--- src/rtl/mc_pkg.sv ---
// Shared encodings for the multi-cycle MIPS-subset controller:
// states, opcode/funct values and datapath select codes.
package mc_pkg;

  typedef enum logic [3:0] {
    ST_FETCH    = 4'd0,
    ST_DECODE   = 4'd1,
    ST_R_EXEC   = 4'd2,
    ST_R_WB     = 4'd3,
    ST_I_EXEC   = 4'd4,
    ST_I_WB     = 4'd5,
    ST_MEM_ADDR = 4'd6,
    ST_MEM_RD   = 4'd7,
    ST_MEM_WB   = 4'd8,
    ST_MEM_WR   = 4'd9,
    ST_BRANCH   = 4'd10,
    ST_JUMP     = 4'd11
  } state_t;

  localparam logic [5:0] OP_RTYPE = 6'b000000;
  localparam logic [5:0] OP_LW    = 6'b100011;
  localparam logic [5:0] OP_SW    = 6'b101011;
  localparam logic [5:0] OP_BEQ   = 6'b000100;
  localparam logic [5:0] OP_J     = 6'b000010;
  localparam logic [5:0] OP_ADDI  = 6'b001000;
  localparam logic [5:0] OP_ORI   = 6'b001101;
  localparam logic [5:0] OP_LUI   = 6'b001111;

  localparam logic [5:0] FN_ADD = 6'b100000;
  localparam logic [5:0] FN_SUB = 6'b100010;
  localparam logic [5:0] FN_AND = 6'b100100;
  localparam logic [5:0] FN_OR  = 6'b100101;
  localparam logic [5:0] FN_SLT = 6'b101010;

  localparam logic [2:0] ALU_ADD   = 3'b000;
  localparam logic [2:0] ALU_SUB   = 3'b001;
  localparam logic [2:0] ALU_AND   = 3'b010;
  localparam logic [2:0] ALU_OR    = 3'b011;
  localparam logic [2:0] ALU_SLT   = 3'b100;
  localparam logic [2:0] ALU_PASSB = 3'b101;

  localparam logic [1:0] SRCB_B    = 2'b00;
  localparam logic [1:0] SRCB_4    = 2'b01;
  localparam logic [1:0] SRCB_IMM  = 2'b10;
  localparam logic [1:0] SRCB_IMM2 = 2'b11;

  localparam logic [1:0] PCS_ALU = 2'b00;
  localparam logic [1:0] PCS_OUT = 2'b01;
  localparam logic [1:0] PCS_JMP = 2'b10;

  localparam logic [1:0] EXT_SIGN = 2'b00;
  localparam logic [1:0] EXT_ZERO = 2'b01;
  localparam logic [1:0] EXT_UP   = 2'b10;

endpackage

--- src/rtl/mc_alu_dec.sv ---
// ALU operation decoder: opcode/funct to alu_ctrl plus a
// legality flag that DECODE uses to trap unsupported encodings.
module mc_alu_dec import mc_pkg::*; (
  input  logic [5:0] opcode,
  input  logic [5:0] funct,
  output logic [2:0] alu_ctrl,
  output logic       valid
);

  logic rt;
  assign rt = (opcode == OP_RTYPE);

  // one-hot style decode of every supported instruction
  always_comb begin
    alu_ctrl = ALU_ADD;
    valid    = 1'b0;
    unique case (1'b1)
      rt && (funct == FN_ADD): begin alu_ctrl = ALU_ADD; valid = 1'b1; end
      rt && (funct == FN_SUB): begin alu_ctrl = ALU_SUB; valid = 1'b1; end
      rt && (funct == FN_AND): begin alu_ctrl = ALU_AND; valid = 1'b1; end
      rt && (funct == FN_OR):  begin alu_ctrl = ALU_OR;  valid = 1'b1; end
      rt && (funct == FN_SLT): begin alu_ctrl = ALU_SLT; valid = 1'b1; end
      (opcode == OP_ORI):      begin alu_ctrl = ALU_OR;  valid = 1'b1; end
      (opcode == OP_LUI):      begin alu_ctrl = ALU_PASSB; valid = 1'b1; end
      (opcode == OP_BEQ):      begin alu_ctrl = ALU_SUB; valid = 1'b1; end
      (opcode == OP_ADDI),
      (opcode == OP_LW),
      (opcode == OP_SW),
      (opcode == OP_J):        begin alu_ctrl = ALU_ADD; valid = 1'b1; end
      default: ;
    endcase
  end

endmodule

--- src/rtl/mc_ctrl.sv ---
// Multi-cycle control FSM with memory handshake watchdog.
// Define PERF_CNT_EN to add the 32-bit retired-instruction counter.
module mc_ctrl import mc_pkg::*; #(
  parameter int ALUCTRL_W  = 3,
  parameter int WAIT_LIMIT = 15,
  parameter int CNT_W      = 8
) (
  input  logic                 clk,
  input  logic                 rst_n,
  input  logic [5:0]           opcode,
  input  logic [5:0]           funct,
  input  logic                 zero,
  input  logic                 mem_ready,
  output logic                 pc_write,
  output logic                 pc_write_cond,
  output logic                 iord,
  output logic                 mem_read,
  output logic                 mem_write,
  output logic                 ir_write,
  output logic                 mem2reg,
  output logic                 reg_dst,
  output logic                 reg_write,
  output logic                 alu_src_a,
  output logic [1:0]           alu_src_b,
  output logic [1:0]           pc_source,
  output logic [1:0]           ext_op,
  output logic [ALUCTRL_W-1:0] alu_ctrl,
  output logic                 illegal,
  output logic                 mem_timeout,
  output logic [3:0]           state_dbg
`ifdef PERF_CNT_EN
  ,
  output logic [31:0]          retired
`endif
);

  localparam logic [CNT_W-1:0] LIM = CNT_W'(WAIT_LIMIT);

  state_t           state, nxt;
  logic [CNT_W-1:0] cnt;
  logic             wait_st, tmo;
  logic [2:0]       dec_ctrl, aluc;
  logic             dec_valid;
  logic [1:0]       ext_sel;
  logic             pcw_c, pcwc_c, mwr_c, irw_c, rwr_c;

  // zero gates the PC load in the datapath, not here
  logic unused_zero;
  assign unused_zero = zero;

  mc_alu_dec u_dec (
    .opcode   (opcode),
    .funct    (funct),
    .alu_ctrl (dec_ctrl),
    .valid    (dec_valid)
  );

  assign ext_sel = (opcode == OP_ORI) ? EXT_ZERO :
                   (opcode == OP_LUI) ? EXT_UP : EXT_SIGN;

  assign wait_st = (state == ST_FETCH) || (state == ST_MEM_RD) ||
                   (state == ST_MEM_WR);
  assign tmo     = wait_st && !mem_ready && (cnt == LIM);

  // state register
  always_ff @(posedge clk or negedge rst_n) begin
    if (!rst_n) state <= ST_FETCH;
    else        state <= nxt;
  end

  // watchdog: counts stalled cycles, restarts on any exit or expiry
  always_ff @(posedge clk or negedge rst_n) begin
    if (!rst_n)                                cnt <= '0;
    else if (!wait_st || tmo || nxt != state) cnt <= '0;
    else if (!mem_ready)                       cnt <= cnt + CNT_W'(1);
  end

  // next state and Moore strobes
  always_comb begin
    nxt       = state;
    pcw_c     = 1'b0;
    pcwc_c    = 1'b0;
    mwr_c     = 1'b0;
    irw_c     = 1'b0;
    rwr_c     = 1'b0;
    iord      = 1'b0;
    mem_read  = 1'b0;
    mem2reg   = 1'b0;
    reg_dst   = 1'b0;
    alu_src_a = 1'b0;
    alu_src_b = SRCB_B;
    pc_source = PCS_ALU;
    ext_op    = EXT_SIGN;
    aluc      = ALU_ADD;
    illegal   = 1'b0;
    unique case (state)
      ST_FETCH: begin
        mem_read  = !tmo;
        alu_src_b = SRCB_4;
        if (mem_ready) begin
          irw_c = 1'b1;
          pcw_c = 1'b1;
          nxt   = ST_DECODE;
        end
      end
      ST_DECODE: begin
        alu_src_b = SRCB_IMM2;
        if (!dec_valid) begin
          illegal = 1'b1;
          nxt     = ST_FETCH;
        end else begin
          unique case (opcode)
            OP_RTYPE:               nxt = ST_R_EXEC;
            OP_LW, OP_SW:           nxt = ST_MEM_ADDR;
            OP_BEQ:                 nxt = ST_BRANCH;
            OP_J:                   nxt = ST_JUMP;
            OP_ADDI, OP_ORI, OP_LUI: nxt = ST_I_EXEC;
            default:                nxt = ST_FETCH;
          endcase
        end
      end
      ST_R_EXEC: begin
        alu_src_a = 1'b1;
        aluc      = dec_ctrl;
        nxt       = ST_R_WB;
      end
      ST_R_WB: begin
        reg_dst = 1'b1;
        rwr_c   = 1'b1;
        nxt     = ST_FETCH;
      end
      ST_I_EXEC: begin
        alu_src_a = 1'b1;
        alu_src_b = SRCB_IMM;
        ext_op    = ext_sel;
        aluc      = dec_ctrl;
        nxt       = ST_I_WB;
      end
      ST_I_WB: begin
        rwr_c  = 1'b1;
        ext_op = ext_sel;
        aluc   = dec_ctrl;
        nxt    = ST_FETCH;
      end
      ST_MEM_ADDR: begin
        alu_src_a = 1'b1;
        alu_src_b = SRCB_IMM;
        nxt = (opcode == OP_SW) ? ST_MEM_WR : ST_MEM_RD;
      end
      ST_MEM_RD: begin
        iord     = 1'b1;
        mem_read = !tmo;
        if (mem_ready) nxt = ST_MEM_WB;
        else if (tmo)  nxt = ST_FETCH;
      end
      ST_MEM_WB: begin
        mem2reg = 1'b1;
        rwr_c   = 1'b1;
        nxt     = ST_FETCH;
      end
      ST_MEM_WR: begin
        iord  = 1'b1;
        mwr_c = !tmo;
        if (mem_ready || tmo) nxt = ST_FETCH;
      end
      ST_BRANCH: begin
        alu_src_a = 1'b1;
        aluc      = ALU_SUB;
        pc_source = PCS_OUT;
        pcwc_c    = 1'b1;
        nxt       = ST_FETCH;
      end
      ST_JUMP: begin
        pc_source = PCS_JMP;
        pcw_c     = 1'b1;
        nxt       = ST_FETCH;
      end
      default: nxt = ST_FETCH;
    endcase
  end

  // architectural writes are held off while reset is low
  assign pc_write      = pcw_c  & rst_n;
  assign pc_write_cond = pcwc_c & rst_n;
  assign ir_write      = irw_c  & rst_n;
  assign reg_write     = rwr_c  & rst_n;
  assign mem_write     = mwr_c  & rst_n;

  assign alu_ctrl    = ALUCTRL_W'(aluc);
  assign mem_timeout = tmo;
  assign state_dbg   = state;

`ifdef PERF_CNT_EN
  logic ret_ev;
  assign ret_ev = (state == ST_R_WB) || (state == ST_I_WB) ||
                  (state == ST_MEM_WB) || (state == ST_BRANCH) ||
                  (state == ST_JUMP) ||
                  ((state == ST_MEM_WR) && mem_ready);

  // count completed instructions
  always_ff @(posedge clk or negedge rst_n) begin
    if (!rst_n)      retired <= '0;
    else if (ret_ev) retired <= retired + 32'd1;
  end
`endif

endmodule

--- config.mk ---
export PLATFORM = sky130hd
export DESIGN_NAME = mc_ctrl
export DESIGN_NICKNAME = d
export VERILOG_FILES = /design/src/rtl/mc_pkg.sv /design/src/rtl/mc_alu_dec.sv /design/src/rtl/mc_ctrl.sv
export SDC_FILE = /design/constraint.sdc
export NUM_CORES = 1
export LEC_CHECK = 0
export CORE_ASPECT_RATIO = 1.25
export CORE_UTILIZATION = 28
export DETAILED_ROUTE_END_ITERATION = 7
export MAX_ROUTING_LAYER = met4
export SLEW_MARGIN = 20
export SYNTH_ARGS = -nofsm -noshare
export SYNTH_HDL_FRONTEND = slang
export SYNTH_SLANG_ARGS = --single-unit
--- constraint.sdc ---
create_clock -name clk -period 2.4 [get_ports clk]
set_input_delay 0.36 -clock clk [delete_from_list [all_inputs] [get_ports clk]]
set_output_delay 0.36 -clock clk [all_outputs]
set_load 0.1 [all_outputs]
==> reports/metrics.json <==
{
  "cells_and_area": {
    "nets": 232,
    "area.growth.synth_to_final_pct": 87.6,
    "filler_cell_count": 375,
    "antennaDiodeCount": 0,
    "ff_latch_area_um2": 315,
    "finalCoreUtilization_pct": 55.9,
    "layout-drive-gt1-share_pct": 44.9,
    "multi_input_area_mm2": 0.00111
  },
  "synth": {
    "postSynthRegisterBits": 12,
    "postSynth.asyncResetShare_pct": 100,
    "synth.cell_area_mm2": 0.00125,
    "netlist_top_cells_count": "21 x sky130_fd_sc_hd__nor2_1, 12 x sky130_fd_sc_hd__dfrtp_1, 10 x sky130_fd_sc_hd__a211oi_1, 10 x sky130_fd_sc_hd__clkbuf_1, 10 x sky130_fd_sc_hd__nor3_1",
    "yosys.cell_count.top_type": "sky130_fd_sc_hd__nor2_1",
    "syn_area_per_cell_um2": 7.96,
    "synthesis.instances": 157,
    "yosysTopAreaCellShare_pct": 24.0,
    "synth-warning-count": 0,
    "synth_top_cells_by_area": "sky130_fd_sc_hd__dfrtp_1 24%, sky130_fd_sc_hd__nor2_1 6.3%, sky130_fd_sc_hd__a211oi_1 6.0%",
    "share_of_synthesized_area_occupied_by_flip_flops_and_latches_pct": 24.0,
    "synthDominantAreaCellType": "sky130_fd_sc_hd__dfrtp_1",
    "post_synth_num_cell_types": 48,
    "syn-num-nets": 174,
    "synth_enable_flop_cells": 0,
    "dominantRegCellSynth": "sky130_fd_sc_hd__dfrtp_1"
  },
  "worst_setup_path": {
    "critical_path.max_stage_delay_ps": 530,
    "setup.worst_path.end_class": "primary output",
    "critical_path_class": "input port to primary output",
    "cp_data_required_time_ps": 2040,
    "critPathSlowestCell": "sky130_fd_sc_hd__or4_4",
    "top_fanout_value_on_the_critical_path": 2,
    "cp-start-kind": "input port",
    "worstPathCellList": "buf_6 -> or4_4 -> or4_4 -> nor4b_4 -> o21a_4 -> buf_12",
    "crit_path_frequent_cell": "sky130_fd_sc_hd__or4_4",
    "critical_path_arrival_ps": 2150
  },
  "sta": {
    "worst_clock_skew_ps": 2.55,
    "hold_slack_ps": 542,
    "setup_viol_count_final": 2,
    "post-route-period-util_pct": 105,
    "timing.slew.headroom_pct": 30.7,
    "max_clock_freq_mhz": 399,
    "fin_tns_setup_ps": -203,
    "final_worst_slack_ps": -109,
    "final-hold-violation-count": 0,
    "period_minus_slack_ps": 2510,
    "max_slew.worst_pin.slew_ps": 1020,
    "max_slew_violation_count": 0,
    "rsz0062_at_grt": "yes"
  },
  "routing": {
    "drc": 0,
    "detailedRoute.firstPassIterationCount": 4,
    "drt-vias-per-instance": 5.28,
    "wl_um": 4130,
    "detail-route-antenna-nets": 0,
    "wl_per_cell_um": 15.3,
    "num_vias": 1425,
    "drtIter0Drc": 55
  },
  "place": {
    "dp.final_hpwl_um": 3310,
    "place_congestion": 0.832,
    "io_buffers": 39,
    "pre_cts_slack_ps": -523
  },
  "floorplan": {
    "die_y_um": 76.7,
    "fp.dieArea_mm2": 0.00474,
    "core.rowCount": 26,
    "floorplan.core_area_mm2": 0.00420,
    "io_pins": 41,
    "initial_utilization_pct": 29.8,
    "die_width_um": 61.8
  },
  "global_route": {
    "grt.total_usage_pct": 19.6,
    "grt_first_pass_wirelength_um": 6960,
    "grt_antenna_before_repair": 0,
    "number_of_global_route_vias_before_repair": 1465,
    "grt_start_max_net_pins": 19,
    "global_route_overflow": 0
  },
  "worst_hold_path": {
    "holdCritPathClass": "input port to asynchronous set/reset pin"
  },
  "power_and_ir_drop": {
    "irDropWorstVdd_mv": 0.278,
    "power-per-cell-area_mw_per_mm2": 462,
    "total_leakage_power_nw": 0.898
  },
  "clock_tree": {
    "htree_levels": 1,
    "tritoncts": "yes",
    "cts.root.buffer_cell": "sky130_fd_sc_hd__clkbuf_8",
    "cts.path.max_buffers": 2,
    "numClockSinks": 12,
    "clkSlewWorstSetupHoldPaths_ps": 50,
    "cts_buffers": 3,
    "clk_latency_ps": 240
  },
  "status": {
    "violations": "setup timing",
    "run_status": "complete, but fails checks"
  },
  "run": {
    "timing.max_cap.violations": 0
  }
}
==> logic make-up after synthesis <==
family / synth area share [%]
AO/OA/AOI/OAI: 20.3
XOR/XNOR: 6.31
adder cells (fa/ha/maj): 1.00
buffers and inverters: 5.81
flip-flops: 24.0
multiplexers: 6.01
AND/OR/NAND/NOR: 36.5
==> path summary, 6_finish.rpt <==
check | startpoint | endpoint | slack, ps | depth (start not counted)
min in group clk | opcode[4] | state_dbg[2] | 560 | 5
min | rst_n | cnt[5] | 540 | 2
min reg2reg | cnt[7] | cnt[7] | 590 | 2
max in group asynchronous | rst_n | state_dbg[1] | 1670 | 2
max | opcode[0] | alu_ctrl[1] | -110 | 6
max reg2reg | state_dbg[2] | cnt[7] | 250 | 4
==> critical path, delay by kind of cell <==
family          cells  cell delay [ps]
simple gates        3             1360
buf+inv             2              250
compound gates      1              170
==> flip-flops by register name, summed over array words and instances, names as in the netlist <==
register   count
state_dbg      4
cnt            8
==> per-stage QoR <==
| step | power [mW] | instances | cell area (um^2) |
|---|---|---|---|
| 4_1_cts | 1.09 | 266 | 2310 |
| 5_1_grt | 1.13 | 270 | 2340 |
| 3_3_place_gp | 0.856 | 261 | 2230 |
| 2_1_floorplan | 0.681 | 157 | 1530 |
| 6_report | 1.08 | 270 | 2340 |
| 3_5_place_dp | 0.866 | 261 | 2230 |
==> area by class of cell <==
type                            count  area share [%]
Timing Repair Buffer               66            33.1
Sequential cell                    12            13.4
Clock buffer                        4            2.35
Multi-Input combinational cell    128            47.5
Tap cell                           56            2.99
Inverter                            4           0.640
==> repair_timing <==
item / CTS / global route
hold buffers: 0 / 0
endpoints found under the setup margin: 4 / 4
buffers inserted: 1 / 4
gates resized for setup: 21 / 1
pin swaps: 5 / 4
==> power breakdown <==
part	total [mW]	internal (mW)	switching, mW	leakage, nW
registers	0.261	0.217	0.0434	0.158
logic	0.606	0.215	0.391	0.711
clock network	0.218	0.145	0.0730	0.0288
==> placed cells by master, fill, tap and decap left out, types with 4 or more instances in the layout <==
cell type                         instances
sky130_fd_sc_hd__clkbuf_8                 4
sky130_fd_sc_hd__clkdlybuf4s50_1          8
sky130_fd_sc_hd__dfrtp_4                  4
sky130_fd_sc_hd__nor2_4                   4
sky130_fd_sc_hd__nor3_4                   6
sky130_fd_sc_hd__nor3_1                   4
sky130_fd_sc_hd__dfrtp_1                  8
sky130_fd_sc_hd__buf_12                  20
sky130_fd_sc_hd__buf_4                   32
sky130_fd_sc_hd__nand3_1                  4
sky130_fd_sc_hd__nand2b_1                 6
sky130_fd_sc_hd__xor2_1                   5
sky130_fd_sc_hd__xnor2_1                  4
sky130_fd_sc_hd__nor2_1                  16
sky130_fd_sc_hd__a211oi_1                 8
sky130_fd_sc_hd__inv_1                    4
sky130_fd_sc_hd__nand2_1                  8
==> per-layer routing <==
layer | global-route usage [%] | vias up | share of wire, %
met5 | - | - | 0
met4 | 5.11 | 0 | 1.5
met3 | 2.19 | 6 | 4.0
met2 | 33.5 | 43 | 55
met1 | 23.5 | 678 | 39
li1 | - | 698 | -
(Power assumes the default switching activity.)
